[config.mk]
export PLATFORM = sky130hd
export DESIGN_NAME = rsa_res_collect
export DESIGN_NICKNAME = d
export VERILOG_FILES = /design/src/rtl/rsa_res_collect_pkg.sv /design/src/rtl/rsa_res_fifo.sv /design/src/rtl/rsa_res_collect.sv
export SDC_FILE = /design/constraint.sdc
export NUM_CORES = 1
export LEC_CHECK = 0
export CAP_MARGIN = 10
export CORE_MARGIN = 2
export CORE_UTILIZATION = 30
export CTS_CLUSTER_DIAMETER = 200
export DETAILED_ROUTE_END_ITERATION = 10
export GPL_TIMING_DRIVEN = 0
export HOLD_SLACK_MARGIN = 0.08
export REMOVE_ABC_BUFFERS = 1
export SYNTH_ARGS = -nofsm -noshare
export SYNTH_HDL_FRONTEND = slang
export SYNTH_SLANG_ARGS = --single-unit
export TNS_END_PERCENT = 20
[constraint.sdc]
create_clock -name clk -period 4.3 [get_ports clk]
set_input_delay 0.86 -clock clk [delete_from_list [all_inputs] [get_ports clk]]
set_output_delay 0.86 -clock clk [all_outputs]
set_load 0.005 [all_outputs]
[src/rtl/rsa_res_collect_pkg.sv]
// Shared constants and types for the systolic-array result collector.
// Holds the Q1.12.19 word layout and the collector FSM state encoding.
package rsa_res_collect_pkg;

  localparam int RSA_DW  = 32;
  localparam int INT_BIT = 12;
  localparam int DEC_BIT = 19;

  typedef enum logic {
    IDLE    = 1'b0,
    COLLECT = 1'b1
  } state_e;

endpackage

[src/rtl/rsa_res_fifo.sv]
// First-word-fall-through result buffer (head visible the cycle after write).
// Ports: clk, rst_n, wr_en/wr_data, rd_en -> rd_data, empty, full.
module rsa_res_fifo #(
  parameter int W     = 33,
  parameter int DEPTH = 8
) (
  input  logic         clk,
  input  logic         rst_n,
  input  logic         wr_en,
  input  logic [W-1:0] wr_data,
  input  logic         rd_en,
  output logic [W-1:0] rd_data,
  output logic         empty,
  output logic         full
);

  localparam int AW = $clog2(DEPTH);

  logic [AW:0]  wr_q;
  logic [AW:0]  rd_q;
  logic [W-1:0] mem_q [DEPTH];

  logic rd_ok;
  logic wr_ok;

  // Extra pointer bit separates full from empty.
  assign empty = (wr_q == rd_q);
  assign full  = (wr_q[AW] != rd_q[AW]) &&
                 (wr_q[AW-1:0] == rd_q[AW-1:0]);

  assign rd_ok = rd_en && !empty;
  // A same-cycle read frees the slot being written.
  assign wr_ok = wr_en && (!full || rd_ok);

  // Empty presents zero so the output is clean straight out of reset.
  assign rd_data = empty ? '0 : mem_q[rd_q[AW-1:0]];

  always_ff @(posedge clk or negedge rst_n) begin
    if (!rst_n) begin
      wr_q <= '0;
      rd_q <= '0;
    end else begin
      if (wr_ok) wr_q <= wr_q + 1'b1;
      if (rd_ok) rd_q <= rd_q + 1'b1;
    end
  end

  always_ff @(posedge clk) begin
    if (wr_ok) mem_q[wr_q[AW-1:0]] <= wr_data;
  end

endmodule

[src/rtl/rsa_res_collect.sv]
// Collects west-edge PE results into bursts of ROW_LEN words with a FWFT buffer.
// Ports: mulres_* in, out_valid/ready/data/last, clr, overflow, err_short,
// burst_cnt. Macro RSA_RES_ERR_EN enables short-burst detection.
module rsa_res_collect
  import rsa_res_collect_pkg::*;
#(
  parameter int RSA_DW     = rsa_res_collect_pkg::RSA_DW,
  parameter int ROW_LEN    = 4,
  parameter int FIFO_DEPTH = 8
) (
  input  logic                     clk,
  input  logic                     sys_rst_n,
  input  logic                     mulres_val_in,
  input  logic signed [RSA_DW-1:0] mulres_in,
  output logic                     out_valid,
  input  logic                     out_ready,
  output logic signed [RSA_DW-1:0] out_data,
  output logic                     out_last,
  input  logic                     clr,
  output logic                     overflow,
  output logic                     err_short,
  output logic [15:0]              burst_cnt
);

  localparam int IW = (ROW_LEN > 2) ? $clog2(ROW_LEN) : 1;
  localparam int FW = RSA_DW + 1;

  state_e        state_q;
  logic [IW-1:0] beat_idx_q;
  logic          overflow_q;
  logic          err_short_q;
  logic [15:0]   burst_cnt_q;

  logic          fifo_empty;
  logic          fifo_full;
  logic [FW-1:0] fifo_rd;
  logic          last_beat;
  logic          rd_fire;
  logic          drop;

  assign last_beat = (beat_idx_q == IW'(ROW_LEN - 1));
  assign rd_fire   = out_valid && out_ready;
  // Beats cannot be stalled; anything that does not fit is lost.
  assign drop      = mulres_val_in && fifo_full && !rd_fire;

  rsa_res_fifo #(
    .W     (FW),
    .DEPTH (FIFO_DEPTH)
  ) u_fifo (
    .clk     (clk),
    .rst_n   (sys_rst_n),
    .wr_en   (mulres_val_in),
    .wr_data ({last_beat, mulres_in}),
    .rd_en   (out_ready),
    .rd_data (fifo_rd),
    .empty   (fifo_empty),
    .full    (fifo_full)
  );

  assign out_valid = !fifo_empty;
  assign out_data  = fifo_rd[RSA_DW-1:0];
  assign out_last  = fifo_rd[FW-1];

  always_ff @(posedge clk or negedge sys_rst_n) begin
    if (!sys_rst_n) begin
      state_q     <= IDLE;
      beat_idx_q  <= '0;
      overflow_q  <= 1'b0;
      err_short_q <= 1'b0;
      burst_cnt_q <= '0;
    end else begin
      err_short_q <= 1'b0;
      unique case (state_q)
        IDLE: begin
          // ROW_LEN >= 2, so beat 0 never closes a burst.
          if (mulres_val_in) begin
            beat_idx_q <= beat_idx_q + 1'b1;
            state_q    <= COLLECT;
          end
        end
        COLLECT: begin
          if (mulres_val_in) begin
            if (last_beat) begin
              beat_idx_q  <= '0;
              state_q     <= IDLE;
              burst_cnt_q <= burst_cnt_q + 16'd1;
            end else begin
              beat_idx_q <= beat_idx_q + 1'b1;
            end
          end
`ifdef RSA_RES_ERR_EN
          else begin
            beat_idx_q  <= '0;
            state_q     <= IDLE;
            err_short_q <= 1'b1;
          end
`endif
        end
        default: state_q <= IDLE;
      endcase
      if (drop) overflow_q <= 1'b1;
      if (clr) begin
        overflow_q  <= 1'b0;
        burst_cnt_q <= '0;
      end
    end
  end

  assign overflow  = overflow_q;
  assign err_short = err_short_q;
  assign burst_cnt = burst_cnt_q;

endmodule
* Word-level counts from Yosys, hierarchy flattened
Memories as Yosys holds them, arrays and structs flattened.
Index checks and enable logic that the tools add are counted.
** Word-level totals
- Memories :: 1
- Register bits :: 28
- RAM bits :: 264
- Logic and storage cells :: 50
- Input port bits :: 37
- Output and inout port bits :: 52
** Memory list
- u_fifo.mem_q :: words 8, bits a word 33, rd ports 1, clocked after memory_dff 0, write ports 1, RTL line rsa_res_fifo.sv:21 : logic [W-1:0] mem_q [DEPTH];
** Operators by class
- Bitwise logic cells :: 1
- Multiplexer cells :: 17
- Equal/unequal tests :: 6
- $add $sub $neg :: 4
- Reductions and logical operators :: 15
** Operators by type and width (number)
- 16-bit 2-to-1 mux :: 4
- 33-bit 2-to-1 mux :: 1
- 16-bit by 1-bit adder with 16-bit output, second input constant :: 1
- 4-bit by 1-bit adder with 4-bit output, second input constant :: 2
- 2-bit nonzero test :: 4
- 1-bit 2-to-1 mux :: 7
- 2-bit 2-to-1 mux :: 3
- 1-bit logical AND :: 5
- 4-bit equality test :: 1
- 2-bit != test, second input constant :: 2
- 2-bit one-hot mux with 2 select lines :: 1
- 3-bit equality test :: 1
- 1-bit zero test :: 3
- 3-bit AND reduction :: 1
- 2-bit by 1-bit adder with 2-bit output, second input constant :: 1
- 2-bit equality test, second input constant :: 1
- 1-bit one-hot mux with 2 select lines :: 1
- 2-bit AND reduction :: 1
- 1-bit logical OR :: 1
- 1-bit != test :: 1
- 1-bit NOT :: 1

* Longest topological paths before layout
Gate-level depths: netlist of run 1.
- Word-level depth :: 7
- Depth in mapped cells :: 6
- Depth with buffers taken out :: 5

* Modules after synthesis
A second synthesis of run 1 with hierarchy kept.
** Unflattened totals
- Cell total of the unflattened synthesis :: 579
- Area total of the unflattened synthesis :: 11571.1 µm²
** Modules (own cells, without submodules)
- rsa_res_fifo :: seq. area each 8127.8 µm², instances 1, cells each 477, area an instance 10561.4 µm²
- rsa_res_collect :: seq. area each 500.5 µm², instances 1, cells each 102, area an instance 1009.7 µm²

* Worst setup path before layout of run 1
Ideal clock, no wire load.
- Path type :: input-to-reg
- Start :: input mulres_val_in
- End :: memory u_fifo.mem_q[4][0] (enable)
- Path buffers :: 1
- Data required time :: 3.794 ns
- Library setup time :: 0.506 ns
- Path slack :: -0.637 ns
- Arrival :: 4.431 ns
- Cell stages on the path :: 3
- Cells stage by stage :: clkbuf_1 > nand2_1 > nor4_1
** On the way
- Cells in the longest elaborated chain, start to end :: 3
** Ends and longest elaborated chain
- from (decl) :: RTL line rsa_res_collect.sv:13 : input logic mulres_val_in,
- 1-bit logical AND :: RTL line rsa_res_fifo.sv:33 : assign wr_ok = wr_en && (!full || rd_ok);
- 1-bit 2-to-1 mux :: RTL line rsa_res_fifo.sv:49 : if (wr_ok) mem_q[wr_q[AW-1:0]] <= wr_data;
- 1-bit 2-to-1 mux (not written as such) :: RTL line rsa_res_fifo.sv:49
- to (decl) :: RTL line rsa_res_fifo.sv:21
Every way passes these cells.

* Worst setup path in the final report of run 1
- Start :: register u_fifo.rd_q[1]
- End :: output out_data[0]
** On the way
- Cells in the longest elaborated chain, start to end :: 2
- Elaborated cells between the ends (all ways) :: 3
- Those cells by class :: eq/ne: 1; mux: 1; memory: 1
** Ends and longest elaborated chain
- from (decl) :: RTL line rsa_res_fifo.sv:20 : logic [AW:0] rd_q;
- from (signal assigned) :: RTL line rsa_res_fifo.sv:44 : if (rd_ok) rd_q <= rd_q + 1'b1;
- memory read 8 x 33 bit or 4-bit equality test (tied branches)
- 33-bit 2-to-1 mux * :: RTL line rsa_res_fifo.sv:36 : assign rd_data = empty ? '0 : mem_q[rd_q[AW-1:0]];
- to (decl) :: RTL line rsa_res_collect.sv:17 : output logic signed [RSA_DW-1:0] out_data,
Every way passes the cells marked *; elsewhere a longest branch is shown, timed or not.

==> results of run 1 <==
-- routing by layer --
| metal | track usage [%] | share of wire (%) | routed length [um] | up-vias |
|---|---|---|---|---|
| met5 | 0 | 0 | 0 | - |
| met4 | 2.990 | 2.2 | 513 | 0 |
| met3 | 2.722 | 5.0 | 1171 | 38 |
| met2 | 19.64 | 47 | 11220 | 111 |
| met1 | 16.14 | 45 | 10730 | 2851 |
| li1 | - | - | - | 2553 |
-- through the flow --
stage | setup TNS (ps) | hold WS (ps) | instance area (um2) | setup slack [ps] | total power (uW)
2_1_floorplan | -483260 | 456.9 | 11370 | -2689 | 5602
3_3_place_gp | -1628820 | 469.6 | 12880 | -7743 | 7080
3_5_place_dp | 0 | 473.6 | 13420 | 636.0 | 7128
4_1_cts | 0 | 484.5 | 14420 | 125.0 | 9749
5_1_grt | 0 | 497.0 | 14420 | 33.60 | 10060
6_report | 0 | 478.8 | 14430 | 284.3 | 9550
-- cells by family after synthesis --
group,after synthesis
AO/OA/AOI/OAI,8
adder cells (fa/ha/maj),4
AND/OR/NAND/NOR,105
flip-flops,292
multiplexers,108
buffers and inverters,38
XOR/XNOR,19
other,1
-- worst paths after layout --
| path | to | slack, ps |
|---|---|---|
| worst max register to register | u_fifo.mem_q[1][11]$_DFFE_PP_ | 920 |
| max in group asynchronous | u_fifo.rd_q[0]$_DFFE_PN0P_ | 2960 |
| worst min register to register | beat_idx_q[0]$_DFFE_PN0P_ | 480 |
| worst min-delay path | beat_idx_q[0]$_DFFE_PN0P_ | 480 |
| worst max-delay path | out_data[0] | 280 |
| min in group asynchronous | burst_cnt[15]$_DFFE_PN0P_ | 760 |
-- critical path: stages, from the launching register on --
cell and delay (ps):
dfrtp_4 780, buf_16 300, xnor2_1 180, and4_2 540
buf_12 240, nor2_1 100, clkdlybuf4s50_1 450
-- power by group through the flow --
stage	Combinational, uW	Sequential (uW)	Clock (uW)
floorplan	1570	4030	0
global placement	2810	4270	0
detailed placement	3130	4000	0
CTS	3140	3940	2670
global route	3300	3980	2780
finish	3020	3930	2600
-- placed cells by master, fill, tap and decap left out, types with 2 or more instances in the layout --
| master | Yosys | routed |
|---|---|---|
| buf_6 | 4 | 20 |
| clkbuf_16 | 0 | 31 |
| nand4_1 | 4 | 4 |
| buf_8 | 0 | 3 |
| nor3_2 | 0 | 4 |
| xnor2_1 | 17 | 17 |
| nor4_1 | 6 | 4 |
| nand2_1 | 5 | 5 |
| clkdlybuf4s50_1 | 0 | 87 |
| nor2_1 | 56 | 55 |
| clkinv_2 | 0 | 7 |
| clkinv_1 | 0 | 3 |
| mux4_2 | 66 | 66 |
| ha_1 | 4 | 4 |
| nand3_1 | 10 | 10 |
| buf_16 | 0 | 3 |
| and3_1 | 3 | 3 |
| mux2i_1 | 35 | 35 |
| inv_1 | 7 | 7 |
| bufinv_16 | 0 | 3 |
| clkbuf_1 | 10 | 7 |
| clkbuf_8 | 0 | 2 |
| dfrtp_1 | 28 | 25 |
| mux2_2 | 6 | 6 |
| buf_4 | 2 | 10 |
| edfxtp_1 | 264 | 264 |
| o21ai_0 | 2 | 2 |
| nor4_2 | 0 | 2 |
| nor3_1 | 9 | 5 |
| buf_12 | 0 | 3 |
| nor2b_1 | 3 | 3 |
| xor2_1 | 2 | 2 |
| dfrtp_4 | 0 | 2 |
-- area by class of cell --
cell class                      count  share of cell area (%)
Sequential cell                   292                   59.87
Multi-Input combinational cell    245                   19.13
Timing Repair Buffer              126                   9.419
Clock buffer                       40                   5.750
Tap cell                          511                   4.432
Clock inverter                     15                   1.197
Inverter                            7                  0.1821
Antenna cell                        1                 0.01735
-- registers in the layout, indices dropped and copies added (netlist names) --
register / cells
state_q: 1
u_fifo.rd_q: 4
u_fifo.wr_q: 4
overflow: 1
u_fifo.mem_q: 264
burst_cnt: 16
beat_idx_q: 2
==> impl_metrics.csv, run 1 <==
group,metric,value,unit
pwr,power.net_switching,2719,uW
cts,cts_buffers,30,
pwr,clkPwrFrac,27.2,%
cts,insertion_delay,570,ps
global_route,overflow,0,
drt,post-route-drc-count,0,
timing,layout_min_cycle_time,4016,ps
timing,hold_viol_final,0,
global_route,grt_pass1_vias,5908,
yosys,synth-xor-area-share,1.443,%
timing,maxSlewViolCount,0,
yosys,ys_types,40,
timing,maxClockFrequency,249.0,MHz
yosys,seq_area_frac_synth,74.80,%
yosys,ys_ff_latch,292,
global_route,grt_max_degree,40,
drt,drtIter0Drc,309,
final_layout,final_cells,1237,
yosys,synthTopCellsByArea,"edfxtp_1 (69%), mux4_2 (13%), dfrtp_1 (6.1%)",
yosys,muxShareOfSynthArea,16.64,%
status,outcome,"complete, no violations",
run,maxCapViolations,0,
place,placedCellCount,1181,
pwr,seqPwrFrac,41.1,%
drt,via_per_inst,4.489,
yosys,synth_fa_ha_area_share,0.4339,%
cts,cts_buffer_depth,3,
place,dp_hpwl,15540,um
yosys,synth_edf_count,264,
pwr,swShare,28.47,%
final_layout,seq_area,8637,um2
worst_setup_path,setup.worst_path.end_class,"output port",
yosys,yosys.area_share.simple,4.480,%
worst_setup_path,r2r_cells,8,
global_route,grt_antenna_before_repair,1,
final_layout,syn_to_final_growth,25.07,%
drt,firstDrtPassIters,4,
worst_setup_path,cp_data_required_time,3440,ps
floorplan,fp.dieW,200.1,um
timing,rsz0062_at_grt,"false",
place,globalplace.congestion,0.7169,
cts,post_cts_resized,0,
global_route,grt_pass1_wl,35600,um
yosys,syn_inst,575,
place,port_buffers,87,
cts,cts_root_buf,"clkbuf_16",
yosys,synth-compound-area-share,0.4773,%
pwr,ir_drop,0.3864,mV
cts,cts.clk_slew.worst_paths,60,ps
drt,ant_nets,0,
yosys,synth_top_family_by_area,"multiplexers",
drt,drt-total-wl,23640,um
drt,wire_per_inst,19.11,um
pwr,share_comb_of_total_power,31.6,%
final_layout,utilization,38.21,%
yosys,synth_area_leader_cell,"edfxtp_1",
pwr,p_leak,0.004807,uW
floorplan,die_area,40030,um2
yosys,synth_commonest_cells,"edfxtp_1 (264), mux4_2 (66), nor2_1 (56)",
cts,cts_setup_buffers,0,
worst_setup_path,cp-start-kind,"flop",
timing,skew,15.18,ps
final_layout,drive_above_1_share,24.00,%
floorplan,core_area,37760,um2
worst_setup_path,crit_type,"flop to output port",
pwr,intPower,6831,uW
worst_setup_path,crit_fanout,37,
cts,cts_tree,"yes",
cts,clock-sinks,292,
min_path,hold_path.startpoint,"beat_idx_q[0]$_DFFE_PN0P_",
timing,slew_headroom,37.50,%
final_layout,fillCellCount,3435,
yosys,synth_flop_cell,"edfxtp_1",
min_path,whs_path_depth,1,
min_path,hp-class,"flop to flop",
floorplan,pin_count,89,
timing,finalSetupViolations,0,
timing,period_share,93.39,%
pwr,power_density,662.0,nW/um2
yosys,avgSynthCellArea,20.06,um2
cts,h-tree-depth,1,
final_layout,nNetsFinal,743,
yosys,yosysWarnings,0,
final_layout,multi_input_area,2760,um2
floorplan,initial_core_util,30.55,%
worst_setup_path,crit_arrival,3160,ps
timing,worst_pin_slew,932.4,ps
worst_setup_path,crit_start,"u_fifo.rd_q[1]$_DFFE_PN0P_",
drt,vias,5553,
floorplan,die_h,200.1,um
yosys,synth_top_area_share,68.73,%
yosys,yosysMostFrequentCell,"edfxtp_1",
yosys,async_flop_share,9.589,%
yosys,syn-cell-area,11530,um2
global_route,grt.total_usage,11.95,%
floorplan,fp-row-count,71,
cts,ctsHoldBuffers,0,
worst_setup_path,timing.rr.start,"u_fifo.rd_q[1]$_DFFE_PN0P_",
No activity file was read; power rests on OpenSTA's default activity.
==> run 2, diff against run 1 <==
--- a/config.mk
+++ b/config.mk
@@ -6,12 +6,15 @@
 export NUM_CORES = 1
 export LEC_CHECK = 0
 export CAP_MARGIN = 10
+export CELL_PAD_IN_SITES_DETAIL_PLACEMENT = 1
+export CELL_PAD_IN_SITES_GLOBAL_PLACEMENT = 2
 export CORE_MARGIN = 2
-export CORE_UTILIZATION = 30
+export CORE_UTILIZATION = 45
 export CTS_CLUSTER_DIAMETER = 200
 export DETAILED_ROUTE_END_ITERATION = 10
 export GPL_TIMING_DRIVEN = 0
 export HOLD_SLACK_MARGIN = 0.08
+export PLACE_DENSITY_LB_ADDON = 0.1
 export REMOVE_ABC_BUFFERS = 1
 export SYNTH_ARGS = -nofsm -noshare
 export SYNTH_HDL_FRONTEND = slang
==> constraint.sdc (replaced) <==
create_clock -name clk -period 3.83 [get_ports clk]
set_input_delay 0.766 -clock clk [delete_from_list [all_inputs] [get_ports clk]]
set_output_delay 0.766 -clock clk [all_outputs]
set_load 0.005 [all_outputs]
==> run 2 against run 1 <==
Net effect:
- flip-flop and latch count unchanged
- routed wire length up 5.6%
- critical path type unchanged
- worst hold slack better by 24 ps
- largest power group unchanged
- sequential share of layout area up 1.0 points
==> impl_metrics.csv, run 2 (synthesis gave the netlist of run 1 again) <==
group,metric,value,unit
drt,wire_per_inst,23.71,um
timing,maxSlewViolCount,0,
worst_setup_path,r2r_slack,700,ps
worst_setup_path,cp_data_required_time,3060,ps
timing,holdWs,502.8,ps
worst_setup_path,crit_fanout,29,
place,place_area,13170,um2
timing,layout_min_cycle_time,3625,ps
worst_setup_path,reg2reg_to,"u_fifo.mem_q[0][20]$_DFFE_PP_",
worst_setup_path,setup.worst_path.end_class,"output port",
final_layout,final_common_cell,"edfxtp_1",
floorplan,die_h,164.1,um
floorplan,die_area,26930,um2
floorplan,core_area,25180,um2
final_layout,diodes,0,
timing,setup_slack,204.6,ps
pwr,ir_drop,0.3961,mV
timing,skew,8.988,ps
global_route,overflow,0,
final_layout,layout_common_cells,"edfxtp_1 (264), clkdlybuf4s50_1 (86), mux4_2 (66)",
drt,via_per_inst,5.522,
pwr,power_density,761.6,nW/um2
worst_setup_path,crit_type,"flop to output port",
cts,cts_root_buf,"clkbuf_16",
place,port_buffers,87,
worst_setup_path,crit_family,"flip-flops",
cts,cts_tree,"yes",
place,placedCellCount,996,
pwr,finalPower,10810,uW
timing,finalSetupViolations,0,
place,dp_worst_setup_slack,253.8,ps
worst_setup_path,crit_arrival,2860,ps
final_layout,nNetsFinal,741,
cts,h-tree-depth,1,
run,maxCapViolations,0,
drt,vias,5815,
global_route,grt_pass1_wl,39190,um
global_route,grt_antenna_before_repair,0,
floorplan,initial_core_util,45.81,%
worst_setup_path,timing.rr.start,"u_fifo.rd_q[2]$_DFFE_PN0P_",
final_layout,final_cells,1053,
global_route,grt_pass1_vias,6435,
worst_setup_path,path_cells,"buf_16 -> mux4_2 -> mux2i_1 -> nor2_1 -> clkdlybuf4s50_1",
pwr,p_leak,0.004802,uW
place,globalplace.congestion,0.6997,
drt,post-route-drc-count,0,
timing,hold_viol_final,0,
final_layout,drive_above_1_share,23.37,%
worst_setup_path,cpPeakStageDelay,770,ps
floorplan,pin_count,89,
min_path,hp-class,"flop to flop",
final_layout,largest_reg_flops,264,
min_path,whs_path_depth,1,
cts,clock-sinks,292,
global_route,grt.total_usage,19.53,%
cts,cts_buffer_depth,3,
cts,cts_buffers,30,
worst_setup_path,r2r_cells,7,
place,dp_hpwl,16260,um
cts,ctsHoldBuffers,0,
min_path,min_to,"beat_idx_q[0]$_DFFE_PN0P_",
cts,cts.clk_slew.worst_paths,60,ps
timing,maxClockFrequency,275.8,MHz
timing,rsz0062_at_grt,"false",
min_path,hold_path.startpoint,"beat_idx_q[0]$_DFFE_PN0P_",
final_layout,final_area,14190,um2
worst_setup_path,path_buf_inv,2,
cts,insertion_delay,540,ps
final_layout,syn_to_final_growth,23.05,%
drt,firstDrtPassIters,4,
global_route,grt_max_degree,52,
status,outcome,"complete, no violations",
floorplan,fp-row-count,58,
drt,drtIter0Drc,340,
floorplan,fp.dieW,164.1,um
timing,worst_pin_slew,995.3,ps
drt,drt-total-wl,24970,um
worst_setup_path,cp-start-kind,"flop",
timing,period_share,94.66,%
timing,slew_headroom,33.09,%
drt,ant_nets,0,
worst_setup_path,cp_slowest_cell,"dfrtp_4",
==> run 2: area by class of cell <==
type                    count  area (um2)
clock buffers              37       798.3
clock inverters            18       183.9
fillers                  2201       10990
inverters                   7       26.28
multi-input cells         245        2761
flip-flops and latches    292        8640
well taps                 330       412.9
repair buffers            124        1371
==> run 2: worst max-delay path by stage <==
stage                                     startpoint                           end  slack [ps]  depth (start not counted)
final                     u_fifo.rd_q[0]$_DFFE_PN0P_                  out_data[30]         200                          5
after global routing      u_fifo.rd_q[0]$_DFFE_PN0P_                  out_data[17]          10                          5
after CTS                 u_fifo.rd_q[2]$_DFFE_PN0P_                  out_data[30]          20                          6
after detailed placement  u_fifo.rd_q[2]$_DFFE_PN0P_                  out_data[30]         250                          6
after global placement    u_fifo.rd_q[0]$_DFFE_PN0P_  u_fifo.mem_q[0][6]$_DFFE_PP_       -8440                          4
after floorplan           u_fifo.rd_q[0]$_DFFE_PN0P_  u_fifo.mem_q[0][0]$_DFFE_PP_       -3160                          4
==> run 2: routing by layer <==
layer	GRT usage, %	routed length (um)
met3	2.803	1087
met5	0	0
met2	31.89	12400
met1	28.32	11190
met4	4.107	299
==> run 2: metrics by stage <==
stage | utilization (%) | TNS [ps]
2_1_floorplan | - | -621940
3_3_place_gp | 50.23 | -1811550
3_5_place_dp | 52.28 | 0
4_1_cts | 56.28 | 0
5_1_grt | 56.36 | 0
6_report | 56.36 | 0
==> run 2: repair_timing <==
item	4_1_cts	5_1_grt
buffers inserted	1	1
endpoints found under the setup margin	34	19
pin swaps	0	1
gates resized for setup	2	1
cloned	0	0
==> run 2: report_power, final <==
part / internal [uW] / total, uW / switching (uW)
registers: 4010 / 4370 / 352
logic: 1970 / 3550 / 1580
clock network: 1740 / 2890 / 1150
==> run 3, diff against run 2 <==
--- a/config.mk
+++ b/config.mk
@@ -9,7 +9,7 @@
 export CELL_PAD_IN_SITES_DETAIL_PLACEMENT = 1
 export CELL_PAD_IN_SITES_GLOBAL_PLACEMENT = 2
 export CORE_MARGIN = 2
-export CORE_UTILIZATION = 45
+export CORE_UTILIZATION = 40
 export CTS_CLUSTER_DIAMETER = 200
 export DETAILED_ROUTE_END_ITERATION = 10
 export GPL_TIMING_DRIVEN = 0
==> run 3 against run 2 <==
Net effect:
- sequential power fell by 2%
- final area up 0.82%
- routed wire length increased by 2.1%
- flip-flop and latch count unchanged
==> impl_metrics.csv, run 3 (synthesis gave the netlist of run 1 again) <==
group,metric,value,unit
pwr,p_leak,0.004824,uW
floorplan,fp-row-count,62,
drt,firstDrtPassIters,4,
global_route,grt_antenna_before_repair,1,
final_layout,largest_reg_flops,264,
place,port_buffers,87,
worst_setup_path,cp-start-kind,"flop",
worst_setup_path,timing.rr.start,"u_fifo.rd_q[2]$_DFFE_PN0P_",
final_layout,nNetsFinal,750,
run,maxCapViolations,0,
min_path,whs_path_depth,1,
timing,holdWs,498.1,ps
timing,setup_slack,161.4,ps
cts,cts_root_buf,"clkbuf_16",
final_layout,layout_common_cells,"edfxtp_1 (264), clkdlybuf4s50_1 (87), mux4_2 (66)",
floorplan,pin_count,89,
place,dp_hpwl,16110,um
global_route,overflow,0,
timing,hold_viol_final,0,
timing,maxSlewViolCount,0,
worst_setup_path,crit_type,"flop to output port",
cts,cts.clk_slew.worst_paths,60,ps
drt,vias,5817,
drt,drt-total-wl,25490,um
pwr,finalPower,10800,uW
global_route,grt_pass1_wl,40010,um
status,outcome,"complete, no violations",
cts,insertion_delay,540,ps
min_path,hold_path.startpoint,"beat_idx_q[0]$_DFFE_PN0P_",
worst_setup_path,setup.worst_path.end_class,"output port",
worst_setup_path,crit_fanout,25,
final_layout,syn_to_final_growth,24.06,%
worst_setup_path,r2r_slack,840,ps
worst_setup_path,reg2reg_to,"u_fifo.mem_q[0][19]$_DFFE_PP_",
floorplan,fp.dieW,173.8,um
floorplan,die_h,173.8,um
cts,cts_buffer_depth,3,
worst_setup_path,r2r_cells,7,
drt,ant_nets,0,
timing,finalSetupViolations,0,
drt,wire_per_inst,22.86,um
timing,period_share,95.79,%
cts,h-tree-depth,1,
place,place_area,13310,um2
cts,cts_tree,"yes",
timing,rsz0062_at_grt,"false",
cts,clock-sinks,292,
timing,tns,0,ps
final_layout,drive_above_1_share,24.25,%
global_route,grt_max_degree,55,
timing,skew,9.186,ps
final_layout,final_common_cell,"edfxtp_1",
timing,maxClockFrequency,272.6,MHz
timing,worst_pin_slew,1024,ps
min_path,hp-class,"flop to flop",
place,globalplace.congestion,0.7429,
worst_setup_path,cp_data_required_time,3060,ps
floorplan,core_area,28550,um2
pwr,power_density,754.7,nW/um2
global_route,grt_pass1_vias,6563,
floorplan,die_area,30210,um2
worst_setup_path,crit_start,"u_fifo.rd_q[2]$_DFFE_PN0P_",
drt,drtIter0Drc,438,
floorplan,initial_core_util,40.41,%
worst_setup_path,cp_slowest_cell,"dfrtp_4",
worst_setup_path,path_cells,"xnor2_1 -> and4_2 -> buf_12 -> nor2_1 -> clkdlybuf4s50_1",
drt,post-route-drc-count,0,
final_layout,final_area,14310,um2
place,dp_worst_setup_slack,375.1,ps
cts,cts_buffers,31,
worst_setup_path,cpPeakStageDelay,650,ps
timing,layout_min_cycle_time,3669,ps
drt,via_per_inst,5.217,
timing,slew_headroom,31.15,%
cts,ctsHoldBuffers,0,
worst_setup_path,crit_arrival,2900,ps
global_route,grt.total_usage,17.56,%
pwr,ir_drop,0.3328,mV
min_path,min_to,"beat_idx_q[0]$_DFFE_PN0P_",
run 3: timing repair:
| action | CTS | global route |
|---|---|---|
| endpoints found under the setup margin | 14 | 0 |
| gates resized for setup | 1 | 0 |
| setup buffers | 4 | 0 |
run 3: critical path: cells and delay by family, from the launching register on:
kind,cells,cell delay (ps)
flip-flops,1,650
AND/OR/NAND/NOR,2,680
buffers and inverters,2,720
XOR/XNOR,1,300
run 3: area by class of cell:
class | count | area (um2)
Fill cell | 2649 | 14240
Sequential cell | 292 | 8640
Multi-Input combinational cell | 245 | 2760
Timing Repair Buffer | 132 | 1448
Clock buffer | 35 | 790.8
Tap cell | 384 | 480.5
Clock inverter | 19 | 162.7
Inverter | 7 | 26.28
Antenna cell | 1 | 2.502
run 3: how the worst max path moves through the flow:
| stage | end | slack, ps | cells after the start |
|---|---|---|---|
| 2_1_floorplan | u_fifo.mem_q[0][0]$_DFFE_PP_ | -3160 | 4 |
| 3_3_place_gp | u_fifo.mem_q[4][17]$_DFFE_PP_ | -8470 | 4 |
| 3_5_place_dp | u_fifo.mem_q[0][19]$_DFFE_PP_ | 380 | 6 |
| 4_1_cts | out_data[0] | 90 | 5 |
| 5_1_grt | out_data[0] | 40 | 5 |
| 6_report | out_data[0] | 160 | 5 |
run 3: metal layers:
layer | track usage, % | up-vias | share of wire (%)
li1 | - | 2566 | -
met1 | 24.72 | 3104 | 44
met2 | 29.15 | 120 | 50
met3 | 2.851 | 27 | 4.5
met4 | 3.711 | 0 | 1.1
met5 | 0 | - | 0
run 3: power breakdown:
part           switching [uW]  internal (uW)
logic                    1710           2010
clock network            1150           1660
registers                 262           4010
run 3: per-stage QoR:
step,std cells,util [%]
global route,1114,50.12
global placement,1015,44.55
floorplan,544,-
CTS,1114,50.12
detailed placement,1056,46.64
finish,1115,50.13
